## src/rtl/cpu_ctrl_pkg.sv

```systemverilog
// Shared definitions for the hardwired CPU control unit: opcodes, ALU codes,
// T-state encoding, IR field positions and the strobe bundle.
package cpu_ctrl_pkg;

   localparam int OPC_HI = 31;
   localparam int OPC_LO = 27;
   localparam int RA_HI  = 26;
   localparam int RA_LO  = 23;
   localparam int RB_HI  = 22;
   localparam int RB_LO  = 19;
   localparam int RC_HI  = 18;
   localparam int RC_LO  = 15;
   localparam int C_HI   = 18;
   localparam int C_LO   = 0;

   localparam logic [4:0] OP_LD   = 5'b00000;
   localparam logic [4:0] OP_LDI  = 5'b00001;
   localparam logic [4:0] OP_ST   = 5'b00010;
   localparam logic [4:0] OP_ADD  = 5'b00011;
   localparam logic [4:0] OP_OR   = 5'b01010;
   localparam logic [4:0] OP_ADDI = 5'b01011;
   localparam logic [4:0] OP_ANDI = 5'b01100;
   localparam logic [4:0] OP_ORI  = 5'b01101;
   localparam logic [4:0] OP_NOP  = 5'b11010;
   localparam logic [4:0] OP_HALT = 5'b11011;

   localparam logic [4:0] ALU_NONE = 5'b00000;
   localparam logic [4:0] ALU_ADD  = 5'b00011;
   localparam logic [4:0] ALU_AND  = 5'b01001;
   localparam logic [4:0] ALU_OR   = 5'b01010;

   typedef enum logic [3:0] {
      ST_RST  = 4'd0,
      ST_T0   = 4'd1,
      ST_T1   = 4'd2,
      ST_T1W  = 4'd3,
      ST_T2   = 4'd4,
      ST_T3   = 4'd5,
      ST_T4   = 4'd6,
      ST_T5   = 4'd7,
      ST_T6   = 4'd8,
      ST_T7   = 4'd9,
      ST_HALT = 4'd10
   } state_t;

   typedef enum logic [2:0] {
      CLS_REG  = 3'd0,
      CLS_IMM  = 3'd1,
      CLS_LDI  = 3'd2,
      CLS_LD   = 3'd3,
      CLS_ST   = 3'd4,
      CLS_NOP  = 3'd5,
      CLS_HALT = 3'd6,
      CLS_ILL  = 3'd7
   } op_class_t;

   typedef struct packed {
      logic       run;
      logic       illegal_op;
      logic       pc_out;
      logic       pc_in;
      logic       inc_pc;
      logic       mar_in;
      logic       mdr_in;
      logic       mdr_out;
      logic       rd;
      logic       wr;
      logic       ir_in;
      logic       y_in;
      logic       z_in;
      logic       zlow_out;
      logic       gra;
      logic       grb;
      logic       grc;
      logic       r_in;
      logic       r_out;
      logic       ba_out;
      logic       c_out;
      logic [4:0] alu_select;
   } ctrl_t;

   function automatic op_class_t op_class(input logic [4:0] op);
      op_class_t cls;
      if (op == OP_LD) begin
         cls = CLS_LD;
      end else if (op == OP_LDI) begin
         cls = CLS_LDI;
      end else if (op == OP_ST) begin
         cls = CLS_ST;
      end else if ((op >= OP_ADD) && (op <= OP_OR)) begin
         cls = CLS_REG;
      end else if ((op >= OP_ADDI) && (op <= OP_ORI)) begin
         cls = CLS_IMM;
      end else if (op == OP_NOP) begin
         cls = CLS_NOP;
      end else if (op == OP_HALT) begin
         cls = CLS_HALT;
      end else begin
         cls = CLS_ILL;
      end
      return cls;
   endfunction

   // Register ALU ops pass the opcode straight through; everything else maps to a fixed code.
   function automatic logic [4:0] alu_code(input logic [4:0] op);
      logic [4:0] code;
      if ((op >= OP_ADD) && (op <= OP_OR)) begin
         code = op;
      end else if ((op == OP_ADDI) || (op == OP_LD) || (op == OP_LDI) || (op == OP_ST)) begin
         code = ALU_ADD;
      end else if (op == OP_ANDI) begin
         code = ALU_AND;
      end else if (op == OP_ORI) begin
         code = ALU_OR;
      end else begin
         code = ALU_NONE;
      end
      return code;
   endfunction

endpackage

```

## src/rtl/ctrl_decode.sv

```systemverilog
// Combinational strobe decoder: maps the current T-state and opcode to the
// full datapath control bundle.
module ctrl_decode
   import cpu_ctrl_pkg::*;
(
   input  state_t     state,
   input  logic [4:0] opcode,
   output ctrl_t      ctrl
);

   op_class_t cls_s;

   assign cls_s = op_class(opcode);

   // Strobe table per T-state; RST and HALT leave everything at zero.
   always_comb begin
      ctrl = '0;
      case (state)
         ST_T0: begin
            ctrl.run    = 1'b1;
            ctrl.pc_out = 1'b1;
            ctrl.mar_in = 1'b1;
            ctrl.inc_pc = 1'b1;
            ctrl.z_in   = 1'b1;
         end
         ST_T1: begin
            ctrl.run      = 1'b1;
            ctrl.zlow_out = 1'b1;
            ctrl.pc_in    = 1'b1;
            ctrl.rd       = 1'b1;
            ctrl.mdr_in   = 1'b1;
         end
         ST_T1W: begin
            ctrl.run    = 1'b1;
            ctrl.rd     = 1'b1;
            ctrl.mdr_in = 1'b1;
         end
         ST_T2: begin
            ctrl.run     = 1'b1;
            ctrl.mdr_out = 1'b1;
            ctrl.ir_in   = 1'b1;
         end
         ST_T3: begin
            ctrl.run = 1'b1;
            case (cls_s)
               CLS_REG, CLS_IMM: begin
                  ctrl.grb   = 1'b1;
                  ctrl.r_out = 1'b1;
                  ctrl.y_in  = 1'b1;
               end
               CLS_LDI, CLS_LD, CLS_ST: begin
                  ctrl.grb    = 1'b1;
                  ctrl.ba_out = 1'b1;
                  ctrl.y_in   = 1'b1;
               end
               CLS_ILL: begin
                  ctrl.illegal_op = 1'b1;
               end
               default: begin
                  ctrl.illegal_op = 1'b0;
               end
            endcase
         end
         ST_T4: begin
            ctrl.run        = 1'b1;
            ctrl.z_in       = 1'b1;
            ctrl.alu_select = alu_code(opcode);
            if (cls_s == CLS_REG) begin
               ctrl.grc   = 1'b1;
               ctrl.r_out = 1'b1;
            end else begin
               ctrl.c_out = 1'b1;
            end
         end
         ST_T5: begin
            ctrl.run      = 1'b1;
            ctrl.zlow_out = 1'b1;
            if ((cls_s == CLS_LD) || (cls_s == CLS_ST)) begin
               ctrl.mar_in = 1'b1;
            end else begin
               ctrl.gra  = 1'b1;
               ctrl.r_in = 1'b1;
            end
         end
         ST_T6: begin
            ctrl.run    = 1'b1;
            ctrl.mdr_in = 1'b1;
            if (cls_s == CLS_ST) begin
               ctrl.gra   = 1'b1;
               ctrl.r_out = 1'b1;
            end else begin
               ctrl.rd = 1'b1;
            end
         end
         ST_T7: begin
            ctrl.run = 1'b1;
            if (cls_s == CLS_ST) begin
               ctrl.wr = 1'b1;
            end else begin
               ctrl.mdr_out = 1'b1;
               ctrl.gra     = 1'b1;
               ctrl.r_in    = 1'b1;
            end
         end
         default: begin
            ctrl = '0;
         end
      endcase
   end

endmodule

```

## src/rtl/ctrl_sequencer.sv

```systemverilog
// Hardwired T-state control unit: state register, memory-wait counter with
// timeout, and the strobe outputs decoded from the current state.
module ctrl_sequencer
   import cpu_ctrl_pkg::*;
#(
   parameter int WAIT_LIMIT = 255
)
(
   input  logic        clk,
   input  logic        rst_n,
   input  logic [31:0] ir,
   input  logic        mem_ready,
   output logic        PCout,
   output logic        PC_in,
   output logic        Inc_PC,
   output logic        MAR_in,
   output logic        MDR_in,
   output logic        MDRout,
   output logic        read,
   output logic        write,
   output logic        IR_in,
   output logic        Y_in,
   output logic        Z_in,
   output logic        ZLOWout,
   output logic        gra,
   output logic        grb,
   output logic        grc,
   output logic        r_in,
   output logic        r_out,
   output logic        ba_out,
   output logic        c_out,
   output logic [4:0]  ALU_select,
   output logic        run,
   output logic        illegal_op,
   output logic        mem_timeout
);

   localparam int CW = $clog2(WAIT_LIMIT + 1);

   state_t          state_r;
   state_t          state_nxt_s;
   logic [CW-1:0]   wait_cnt_r;
   logic [CW-1:0]   wait_cnt_nxt_s;
   logic            mem_timeout_r;
   logic            waiting_s;
   logic            timeout_hit_s;
   logic [4:0]      opcode_s;
   op_class_t       cls_s;
   ctrl_t           ctrl_s;
   logic            unused_ir_fields;

   assign opcode_s = ir[OPC_HI:OPC_LO];
   assign cls_s    = op_class(opcode_s);

   // Register fields are consumed by the datapath's select-and-encode logic, not here.
   assign unused_ir_fields = ^{ir[RA_HI:RA_LO], ir[RB_HI:RB_LO], ir[RC_HI:RC_LO], ir[C_HI:C_LO]};

   // Wait accounting and next-state selection.
   always_comb begin
      waiting_s = 1'b0;
      case (state_r)
         ST_T1W:  waiting_s = 1'b1;
         ST_T6:   waiting_s = (cls_s == CLS_LD);
         ST_T7:   waiting_s = (cls_s == CLS_ST);
         default: waiting_s = 1'b0;
      endcase

      timeout_hit_s  = waiting_s && !mem_ready && (wait_cnt_r == CW'(WAIT_LIMIT - 1));
      wait_cnt_nxt_s = (waiting_s && !mem_ready) ? (wait_cnt_r + CW'(1)) : '0;

      state_nxt_s = state_r;
      case (state_r)
         ST_RST:  state_nxt_s = ST_T0;
         ST_T0:   state_nxt_s = ST_T1;
         ST_T1:   state_nxt_s = mem_ready ? ST_T2 : ST_T1W;
         ST_T1W:  state_nxt_s = mem_ready ? ST_T2 : (timeout_hit_s ? ST_HALT : ST_T1W);
         ST_T2:   state_nxt_s = ST_T3;
         ST_T3: begin
            case (cls_s)
               CLS_HALT:         state_nxt_s = ST_HALT;
               CLS_NOP, CLS_ILL: state_nxt_s = ST_T0;
               default:          state_nxt_s = ST_T4;
            endcase
         end
         ST_T4:   state_nxt_s = ST_T5;
         ST_T5:   state_nxt_s = ((cls_s == CLS_LD) || (cls_s == CLS_ST)) ? ST_T6 : ST_T0;
         ST_T6: begin
            if (cls_s == CLS_LD) begin
               state_nxt_s = mem_ready ? ST_T7 : (timeout_hit_s ? ST_HALT : ST_T6);
            end else begin
               state_nxt_s = ST_T7;
            end
         end
         ST_T7: begin
            if (cls_s == CLS_ST) begin
               state_nxt_s = mem_ready ? ST_T0 : (timeout_hit_s ? ST_HALT : ST_T7);
            end else begin
               state_nxt_s = ST_T0;
            end
         end
         ST_HALT: state_nxt_s = ST_HALT;
         default: state_nxt_s = ST_RST;
      endcase
   end

   // State, wait counter and sticky timeout flag.
   always_ff @(posedge clk or negedge rst_n) begin
      if (!rst_n) begin
         state_r       <= ST_RST;
         wait_cnt_r    <= '0;
         mem_timeout_r <= 1'b0;
      end else begin
         state_r       <= state_nxt_s;
         wait_cnt_r    <= wait_cnt_nxt_s;
         mem_timeout_r <= mem_timeout_r | timeout_hit_s;
      end
   end

   ctrl_decode u_decode (
      .state  (state_r),
      .opcode (opcode_s),
      .ctrl   (ctrl_s)
   );

   assign run         = ctrl_s.run;
   assign illegal_op  = ctrl_s.illegal_op;
   assign PCout       = ctrl_s.pc_out;
   assign PC_in       = ctrl_s.pc_in;
   assign Inc_PC      = ctrl_s.inc_pc;
   assign MAR_in      = ctrl_s.mar_in;
   assign MDR_in      = ctrl_s.mdr_in;
   assign MDRout      = ctrl_s.mdr_out;
   assign read        = ctrl_s.rd;
   assign write       = ctrl_s.wr;
   assign IR_in       = ctrl_s.ir_in;
   assign Y_in        = ctrl_s.y_in;
   assign Z_in        = ctrl_s.z_in;
   assign ZLOWout     = ctrl_s.zlow_out;
   assign gra         = ctrl_s.gra;
   assign grb         = ctrl_s.grb;
   assign grc         = ctrl_s.grc;
   assign r_in        = ctrl_s.r_in;
   assign r_out       = ctrl_s.r_out;
   assign ba_out      = ctrl_s.ba_out;
   assign c_out       = ctrl_s.c_out;
   assign ALU_select  = ctrl_s.alu_select;
   assign mem_timeout = mem_timeout_r;

endmodule

```

## config.mk

```make
export PLATFORM = sky130hd
export DESIGN_NAME = ctrl_sequencer
export DESIGN_NICKNAME = d
export VERILOG_FILES = /design/src/rtl/cpu_ctrl_pkg.sv /design/src/rtl/ctrl_decode.sv /design/src/rtl/ctrl_sequencer.sv
export SDC_FILE = /design/constraint.sdc
export NUM_CORES = 1
export LEC_CHECK = 0
export CORE_AREA = 3 3 60 62
export CTS_BUF_LIST = sky130_fd_sc_hd__clkbuf_16
export DETAILED_ROUTE_END_ITERATION = 10
export DIE_AREA = 0 0 63 65
export GPL_TIMING_DRIVEN = 1
export PLACE_DENSITY = 0.84
export SETUP_SLACK_MARGIN = 0.3
export SLEW_MARGIN = 10
export SYNTH_ARGS = -nofsm -noshare
export SYNTH_HDL_FRONTEND = slang
export SYNTH_SLANG_ARGS = --single-unit
```

## constraint.sdc

```tcl
create_clock -name clk -period 2.5 [get_ports clk]
set_input_delay 0.75 -clock clk [delete_from_list [all_inputs] [get_ports clk]]
set_output_delay 0.75 -clock clk [all_outputs]
set_load 0.05 [all_outputs]
```

==> results of run 1 <==
==> timing repair <==
action	4_1_cts	5_1_grt
setup endpoints to repair	27	26
pin swaps	19	16
gates resized for setup	83	34
hold buffers	0	0
setup buffers	18	15
==> cell type report <==
cell class | count | area share [%]
Multi-Input combinational cell | 121 | 42.2
Timing Repair Buffer | 97 | 40.9
Sequential cell | 13 | 11.5
Clock buffer | 3 | 2.61
Tap cell | 44 | 1.91
Inverter | 6 | 0.825
Clock inverter | 1 | 0.130
==> per-layer routing <==
metal  wire length (um)  GRT usage (%)  share of wire (%)
met5                  0              0                  0
met4                719           16.3                8.7
met3                848           5.72                 10
met2               3840           51.4                 46
met1               2880           34.0                 35
==> cells in the mapped netlist (2+ instances only) <==
cell type / instances / area [um2]
sky130_fd_sc_hd__nor2_1: 19 / 71.3
sky130_fd_sc_hd__a21o_1: 4 / 30.0
sky130_fd_sc_hd__mux2i_1: 2 / 20.0
sky130_fd_sc_hd__o32ai_1: 2 / 17.5
sky130_fd_sc_hd__xnor2_1: 3 / 26.3
sky130_fd_sc_hd__nand4_1: 2 / 12.5
sky130_fd_sc_hd__nand2b_1: 4 / 25.0
sky130_fd_sc_hd__o22a_1: 3 / 26.3
sky130_fd_sc_hd__o21ai_0: 2 / 10.0
sky130_fd_sc_hd__and2_1: 2 / 12.5
sky130_fd_sc_hd__buf_4: 3 / 22.5
sky130_fd_sc_hd__clkbuf_1: 6 / 22.5
sky130_fd_sc_hd__nor2b_1: 2 / 12.5
sky130_fd_sc_hd__nand2_1: 9 / 33.8
sky130_fd_sc_hd__o221ai_1: 2 / 17.5
sky130_fd_sc_hd__dfrtp_1: 13 / 325
sky130_fd_sc_hd__or3_1: 3 / 18.8
sky130_fd_sc_hd__inv_1: 5 / 18.8
sky130_fd_sc_hd__nand3_1: 6 / 30.0
sky130_fd_sc_hd__nor3_1: 8 / 40.0
sky130_fd_sc_hd__a21oi_1: 8 / 40.0
sky130_fd_sc_hd__nor4_1: 4 / 25.0
sky130_fd_sc_hd__a211oi_1: 2 / 15.0
sky130_fd_sc_hd__nor3b_1: 2 / 15.0
sky130_fd_sc_hd__xor2_1: 5 / 43.8
sky130_fd_sc_hd__buf_2: 5 / 25.0
sky130_fd_sc_hd__ha_1: 2 / 25.0
sky130_fd_sc_hd__and3_1: 7 / 43.8
==> per-stage QoR <==
step | hold WS, ps | util, % | setup WS (ps) | area, um2 | TNS [ps]
after floorplan | 454 | - | -225 | 1510 | -1190
after global placement | 460 | 70.8 | -506 | 2180 | -7580
after detailed placement | 467 | 70.8 | -539 | 2180 | -8020
after CTS | 491 | 85.1 | -150 | 2620 | -631
after global routing | 494 | 93.6 | -221 | 2880 | -1480
final | 484 | 93.6 | -183 | 2880 | -1020
==> placed cells by master, fill, tap and decap left out, types with 4 or more instances in the layout <==
master / netlist / routed
sky130_fd_sc_hd__buf_6: 1 / 28
sky130_fd_sc_hd__nor2_4: 0 / 6
sky130_fd_sc_hd__nor4_4: 1 / 4
sky130_fd_sc_hd__dfrtp_2: 0 / 4
sky130_fd_sc_hd__nor2_1: 19 / 11
sky130_fd_sc_hd__dfrtp_1: 13 / 9
sky130_fd_sc_hd__nand2_1: 9 / 7
sky130_fd_sc_hd__inv_1: 5 / 5
sky130_fd_sc_hd__buf_12: 0 / 23
sky130_fd_sc_hd__nor3_4: 0 / 5
sky130_fd_sc_hd__buf_4: 3 / 35
sky130_fd_sc_hd__a21oi_4: 0 / 4
sky130_fd_sc_hd__xor2_1: 5 / 5
sky130_fd_sc_hd__and3_4: 0 / 4
sky130_fd_sc_hd__nand3_1: 6 / 5
sky130_fd_sc_hd__buf_8: 0 / 7
==> how the worst max path moves through the flow <==
| stage | end | cells after the start |
|---|---|---|
| 2_1_floorplan | r_out | 4 |
| 6_report | MAR_in | 7 |
| 4_1_cts | MAR_in | 7 |
| 3_5_place_dp | MAR_in | 7 |
| 5_1_grt | MAR_in | 7 |
| 3_3_place_gp | MAR_in | 7 |
==> worst max-delay path, delay by kind of cell <==
kind,cells,cell delay (ps)
buffers and inverters,3,470
and+or+nand+nor,4,710
==> power by group <==
part	internal [mW]	switching, mW	total (mW)
clock	0.211	0.0922	0.303
combinational	1.24	1.46	2.69
sequential	0.249	0.0748	0.324
total	1.70	1.62	3.32
==> logic make-up after synthesis <==
family	after synthesis	synth area share, %
buffers and inverters	22	8.88
muxes	2	1.65
other	1	0.310
AOI/OAI and AO/OA	30	17.5
and+or+nand+nor	77	36.2
xor gates and xnor gates	8	5.79
adders and majority gates	3	2.89
DFF	13	26.9
==> registers in the layout (all words and copies together), names as in the netlist <==
name	count
state_r	4
wait_cnt_r	8
mem_timeout	1
==> results.txt, run 1 <==
* GP Congestion: 0.915
- Worst path cell trace: buf_8, nor4_4, buf_4, and3_4, nor2_2, nor3_4, buf_12
* Setup repair after global routing missed its margin: yes
- In this run the worst setup path begins at ir[27].
- Die Footprint: 4100 um2
* First-pass GRT wire length: 9.28 mm
* Syn nets: 193
* Maximum buffer depth of the clock tree: 2
* Number of failing setup endpoints in the final timing report: 11
- STA classifies the critical path startpoint as a primary input.
- Vias after detailed routing: 1,929
- Summed over all layers, the global routing overflow is 0.
* Run status: complete, but fails checks
- For this design, the slowest cell found on the critical path is sky130_fd_sc_hd__nor4_4.
- After the first detailed-routing iteration, the DRC count stood at 229.
- Reported leakage power: 1.18 nW
- In this run the power density over the cells is 1150 nW/um2.
- The hold violation total from the final report was 0.
- Number of primary I/O pins: 62
* Vias in the first global route: 1,712
* Crit path capture type: primary output
- Total power of the final layout: 3.32 mW
* Fraction of layout instances using a drive strength above 1: 64.7%
* Depth of the worst register-to-register path: 7
- The root buffer cell chosen for the clock tree is sky130_fd_sc_hd__clkbuf_16.
- The worst path uses 107% of the clock period.
- After floorplanning, the core was divided into 20 placement rows.
- Max-cap violations in this run came to 0.
- Actual slew at the worst max-slew pin: 659 ps
* H-Tree Level Count: 1
* Internal reg-to-reg setup slack: 260 ps
* Total routing resource utilization after global routing: 29.6%
- Of all flip-flops after synthesis, the portion carrying an async set or reset was 100%.
* Cell variety after synth: 49
- Final Net Count: 279
* Final Routed Wirelength: 8.29 mm
- In this run, placement finished with an instance count of 248.
- From synthesis to final layout, the design area changed by 138%.
* CP max FO: 3
* Min setup slack post-route: -183 ps
- After clock tree synthesis, the clock-pin slew on the worst setup and hold paths is 40 ps.
- Data on the critical path is required at its endpoint by 1750 ps.
- Port buffering added 33 buffers.
- For this configuration, the core starts out at a cell density of 39.3%.
- CORE AREA: 3080 um2
- Die Width: 63 um
- The worst setup path is of the primary input to primary output kind.
- Clock network latency to the later pin of the worst-skew pair: 250 ps
- Yosys mapped a number of flops with a built-in enable equal to 0.
* Violations in the final reports: setup timing
* Fill cell count: 80
- The number of antenna diodes in the final layout is 0.
* Count of antenna-violating nets left after detailed routing: 0
- Max-slew headroom: 55.7%
* Sequential cell area: 330 um2
- For this run, the number of Yosys warnings is 0.
- In this run the cell area of the synthesized design comes to 1210 um2.
- Final routed wire length divided by cell count: 29.1 um
- Number of cells produced by synthesis: 156
- A synthesized cell averages 7.76 um2.
- The count of cells in the finished layout, fillers not included, comes to 285.
- In this run, CTS created clock tree buffers numbering 3.
- For the finished layout, the period the worst path requires is 2680 ps.
- The path class of the tightest hold or removal check is flop to flop.
* Post-detailed-route DRC marker count: 0
* Post-detailed-route via-to-cell ratio: 6.77
* Beginning of the worst hold path: mem_timeout
- The die is 65 um tall.
- Worst Hold Depth: 1
- RR Startpoint: state_r[2]
- On the final layout, the worst clock skew is 5.66 ps.
- Most common flop cell mapped by yosys: sky130_fd_sc_hd__dfrtp_1
* Initial DRT Pass Iterations: 6
- Signal arrival time at the worst endpoint: 1930 ps
- Pin count of the biggest net entering global routing: 14
- Register area share after synthesis: 26.9%
- The multi-input combinational cells in the finished layout cover a total of 1220 um2.
- After legalization and detailed placement, the total HPWL measured 3.17 mm.
* Worst-case vdd ir drop: 0.798 mV
* Endpoint of the worst hold path: mem_timeout
* Final slew viol count: 0
* Endpoint of the worst register-to-register path: state_r[0]
- TritonCTS built the clock tree.
- Seq cells post-synth: 13
- The initial antenna violation count was 0.
- CP peak stage delay: 300 ps
- Static timing analysis puts the maximum clock frequency at 373 MHz.
* Count of clock tree sinks: 13
Power figures use the tool's default switching activity.
==> run 2: changes to the inputs <==
CORE_AREA = 2 2 48 50   (was 3 3 60 62)
CTS_BUF_LIST = unset   (was sky130_fd_sc_hd__clkbuf_16)
DIE_AREA = 0 0 50 52   (was 0 0 63 65)
DONT_BUFFER_PORTS = 1   (was unset)
PLACE_DENSITY = 0.81   (was 0.84)
==> run 2 against run 1 <==
Compared with the run above:
- the flow now stops in 4_1_cts
- synthesized cell count did not move
- area after synthesis is the same
==> results.txt, run 2 <==
- Most common flop cell mapped by yosys: sky130_fd_sc_hd__dfrtp_1 (unchanged)
- The cell with the most instances after synthesis was sky130_fd_sc_hd__nor2_1 (unchanged).
- The number of flops mapped to enable cells by yosys is 0 (unchanged).
- The buffer cell driving the clock tree root was sky130_fd_sc_hd__clkbuf_4 (was sky130_fd_sc_hd__clkbuf_16).
- Post-synth top cells: sky130_fd_sc_hd__nor2_1, sky130_fd_sc_hd__dfrtp_1, sky130_fd_sc_hd__nand2_1 (unchanged)
- Syn avg cell area: 7.76 um2 (unchanged)
- Maximum buffer depth of the clock tree: 2 (unchanged)
- Number of primary I/O pins: 62 (unchanged)
* Cell variety after synth: 49 (unchanged)
- The starting utilization of the core area is 57.5% (was 39.3%).
- The buffers inserted during post-CTS setup optimization is 20 (was 18).
* Dominant cell type by area after synthesis: sky130_fd_sc_hd__dfrtp_1 (unchanged)
* Count of clock tree sinks: 13 (unchanged)
- Register area share after synthesis: 26.9% (unchanged)
- Die span in y: 52 um (was 65 um)
- The flow halted during 4_1_cts.
- Number of hold buffers added after cts: 0 (unchanged)
- The clock buffer count from CTS is 3 (unchanged).
- The fraction of registers with async set or reset after synthesis came to 100% (unchanged).
- The final HPWL from detailed placement is 3.12 mm (was 3.17 mm).
- The area share of the largest cell type after synthesis is 26.9% (unchanged).
- The number of instances resized during post-cts repair is 58 (was 83).
- Die Width: 50 um (was 63 um)
- The H-tree depth was 1 (unchanged).
- The tool reported: "[ERROR DPL-0038] Utilization greater than 100%, impossible to legalize".
- Top post-synthesis cells by area: sky130_fd_sc_hd__dfrtp_1, sky130_fd_sc_hd__nor2_1, sky130_fd_sc_hd__and3_1 (unchanged)
* Syn nets: 193 (unchanged)
* Number of cells produced by synthesis: 156 (unchanged)
* Seq cells post-synth: 13 (unchanged)
- The weighted congestion at the end of routability-driven global placement is 0.880 (was 0.915).
- The site row count is 17 (was 20).
* Post-Syn Area: 1210 um2 (unchanged)
- The number of buffers inserted by port buffering is 0 (was 33).
* Worst slack at placement: -36.1 ps (was -539 ps)
* Yosys warning total: 0 (unchanged)
- Run status: stopped before the end (was complete, but fails checks)
==> run 2: per-stage QoR <==
step                      cells  cell area, um2  util (%)  TNS, ps
after floorplan             156            1510         -    -1190
after global placement      207            1860      88.5        0
after detailed placement    207            1860      88.5    -67.2
==> run 2: cells by family after synthesis <==
logic type / after synthesis / synth area share (%)
DFF: 13 / 26.9
AOI/OAI and AO/OA: 30 / 17.5
other: 1 / 0.310
and+or+nand+nor: 77 / 36.2
adders and majority gates: 3 / 2.89
buffers and inverters: 22 / 8.88
xor gates and xnor gates: 8 / 5.79
muxes: 2 / 1.65
==> run 3: changes to the inputs <==
CORE_AREA = 2 2 63 65   (was 2 2 48 50)
DIE_AREA = 0 0 65 67   (was 0 0 50 52)
PLACE_DENSITY = unset   (was 0.81)
PLACE_DENSITY_LB_ADDON = 0.15   (was unset)
SETUP_SLACK_MARGIN = unset   (was 0.3)
==> run 3 against run 2 <==
Compared with the run above:
- the flow now finishes without violations
==> results.txt, run 3 (synthesis gave the netlist of run 1 again) <==
- Final hold violation count: 0
- The weighted congestion at the end of routability-driven global placement was 0.908 (was 0.880).
* Leading cell type in the layout, fill and taps excluded: sky130_fd_sc_hd__buf_4
* Maximum buffer depth of the clock tree: 2 (unchanged)
- Count of antenna-violating nets left after detailed routing: 0
- Number of hold buffers added after cts: 0 (unchanged)
- The completed layout was analyzed and its total power is 2.12 mW.
- Effective utilization at floorplan: 33.6% (was 57.5%)
* Category of the critical setup timing path: primary input to primary output
- Signal arrival time at the worst endpoint: 1740 ps
- The floorplan step defined a die boundary enclosing 4360 um2.
- The vertical die dimension came to 67 um (was 52 um).
- For this run, the top clock speed supported by timing is 402 MHz.
- Along the worst path, the maximum fanout reaches 9.
* Final Net Count: 227
- Final Routed Wirelength: 3.70 mm
- 0 antenna diodes ended up in the layout.
* Half-perimeter wire length of the detailed placement result: 2.71 mm (was 3.12 mm)
- The register with the most flip-flops in the layout has 8 of them.
- Clock input transition at the sequential cells of the worst setup and hold paths: 60 ps
* Total routing resource utilization after global routing: 17.5%
* Final slew viol count: 0
* Area delta synth->final: 59.9%
- Worst min-delay path class: primary input to async pin
- The via count of the first global-routing pass is 1,257.
- In this run the static leakage power is 0.781 nW.
* Vias after detailed routing: 1,292
- Fill cell count: 325
* Most used cells in the layout excluding fill and tap cells: sky130_fd_sc_hd__buf_4, sky130_fd_sc_hd__nor2_1, sky130_fd_sc_hd__buf_12
* Clock network fraction of design power: 9.2%
- Using the TritonRoute via totals, the vias-per-cell ratio works out to 5.45.
- For the worst-skew pair, the clock arrives at the later sink with an insertion delay of 250 ps.
- The clock buffer count from CTS came to 3 (unchanged).
- Setup repair after global routing could not meet its margin everywhere.
* Dominant delay contributor by cell family on the critical path: simple AND/OR/NAND/NOR gates
- Combinational logic is responsible for 76.3% of the overall power.
- Sequential Power Share: 14.5%
- RR Startpoint: state_r[3]
- The site row count was 22 (was 17).
* Overflow after GRT: 0
- Dividing the detail-routed wire length by the instance count gives 15.6 um.
* Number of antenna violations at the first check in global routing: 0
* Fraction of layout instances using a drive strength above 1: 43.9%
* Switching power share of the total: 51.3%
- Internal reg-to-reg setup slack: 440 ps
- The worst setup path is launched from a primary input.
- Slowest-stage cell, CP: sky130_fd_sc_hd__nor4_4
* Depth of the worst register-to-register path: 5
* Number of failing setup endpoints in the final timing report: 0
- Between clock sinks in the finished design, the worst skew comes to 1.83 ps.
- Endpoint of the worst register-to-register path: state_r[0]
- Pin count of the biggest net entering global routing: 15
* Post-detailed-route DRC marker count: 0
* P per Cell Area: 1090 nW/um2
- Internal power comes to 1.03 mW.
- Run status: completed (was stopped before the end)
* CTS tree: done
- Sum of negative setup slack: 0 ps
- Traced cell by cell, the critical path runs through nor4_4, buf_4, and3_1, nor2_1, nor3_2, buf_6.
- Initial DRT Pass Iterations: 4
- Max Cap Viol: 0
* Count of clock tree sinks: 13 (unchanged)
- Across all setup checks in the final design, the least slack found is 9.51 ps.
* Number of primary I/O pins: 62 (unchanged)
* Root buf cell: sky130_fd_sc_hd__clkbuf_8 (was sky130_fd_sc_hd__clkbuf_4)
- Die Width: 65 um (was 50 um)
- Net switching power: 1.09 mW
- Subtracting the final worst setup slack from the clock period gives 2490 ps.
* H-Tree Level Count: 1 (unchanged)
* Detailed router's first-iteration violation count: 96
* Worst-case vdd ir drop: 0.491 mV
- For this run, the slowest stage of the critical path takes 310 ps.
- The setup slack at placement is -50.4 ps (was -36.1 ps).
- At the worst endpoint, the required time is 1750 ps.
- Register with the most flip-flops: wait_cnt_r
- After floorplanning, the core was sized to cover 3610 um2.
* Crit path capture type: primary output
- The first global-routing pass estimated 5.98 mm of wire.
* Count of port buffers added during placement: 0 (unchanged)
* Number of buffers and inverters on the critical path: 2
- In the finished design, the share of the clock period the worst path needs comes to 99.6%.
==> run 3: area by class of cell <==
class,instances,area (um2),area share (%)
Multi-Input combinational cell,121,977,50.5
Clock inverter,1,5.00,0.258
Inverter,6,22.5,1.16
Tap cell,48,60.1,3.10
Timing Repair Buffer,45,502,25.9
Sequential cell,13,329,17.0
Clock buffer,3,41.3,2.13
==> run 3: power by group through the flow <==
stage | Sequential, mW | Clock [mW] | Combinational [mW]
6_report | 0.307 | 0.196 | 1.62
5_1_grt | 0.312 | 0.205 | 1.71
4_1_cts | 0.325 | 0.194 | 1.49
3_5_place_dp | 0.317 | 0 | 1.46
3_3_place_gp | 0.319 | 0 | 1.44
2_1_floorplan | 0.258 | 0 | 1.06
==> run 3: worst max-delay path by stage <==
stage | startpoint | to | slack (ps) | depth (start not counted)
final | ir[27] | MAR_in | 10 | 6
after global routing | ir[27] | MAR_in | -50 | 6
after CTS | ir[27] | r_out | -30 | 4
after detailed placement | ir[30] | r_out | -50 | 4
after global placement | ir[30] | r_out | -40 | 4
after floorplan | ir[31] | r_out | -440 | 4
==> run 3: stage by stage <==
step | util [%] | cell area [um2] | std cells | hold slack, ps
after floorplan | - | 1370 | 156 | 454
after global placement | 48.9 | 1760 | 225 | 455
after detailed placement | 48.9 | 1760 | 225 | 455
after CTS | 51.6 | 1860 | 232 | 191
after global routing | 53.7 | 1940 | 237 | 181
final | 53.7 | 1940 | 237 | 191
==> run 3: timing repair <==
| item | 4_1_cts | 5_1_grt |
|---|---|---|
| pin swaps | 4 | 6 |
| buffers inserted | 3 | 5 |
| gates resized for setup | 9 | 6 |
| setup endpoints to repair | 10 | 9 |
==> run 3: worst reg2reg max path, stage by stage (launching register included) <==
cell and delay (ps):
sky130_fd_sc_hd__dfrtp_1 440, sky130_fd_sc_hd__buf_4 250, sky130_fd_sc_hd__nor4b_1 340, sky130_fd_sc_hd__nand4_2 180, sky130_fd_sc_hd__o22a_1 210, sky130_fd_sc_hd__or4_4 500
==> run 3: metal layers <==
metal	routed length [um]	vias to the layer above	GRT usage, %	share of wire (%)
met2	1890	37	32.1	51
met3	175	4	4.05	4.7
met4	33	0	3.19	0.89
met5	0	-	0	0
met1	1610	626	20.9	43
li1	-	625	-	-
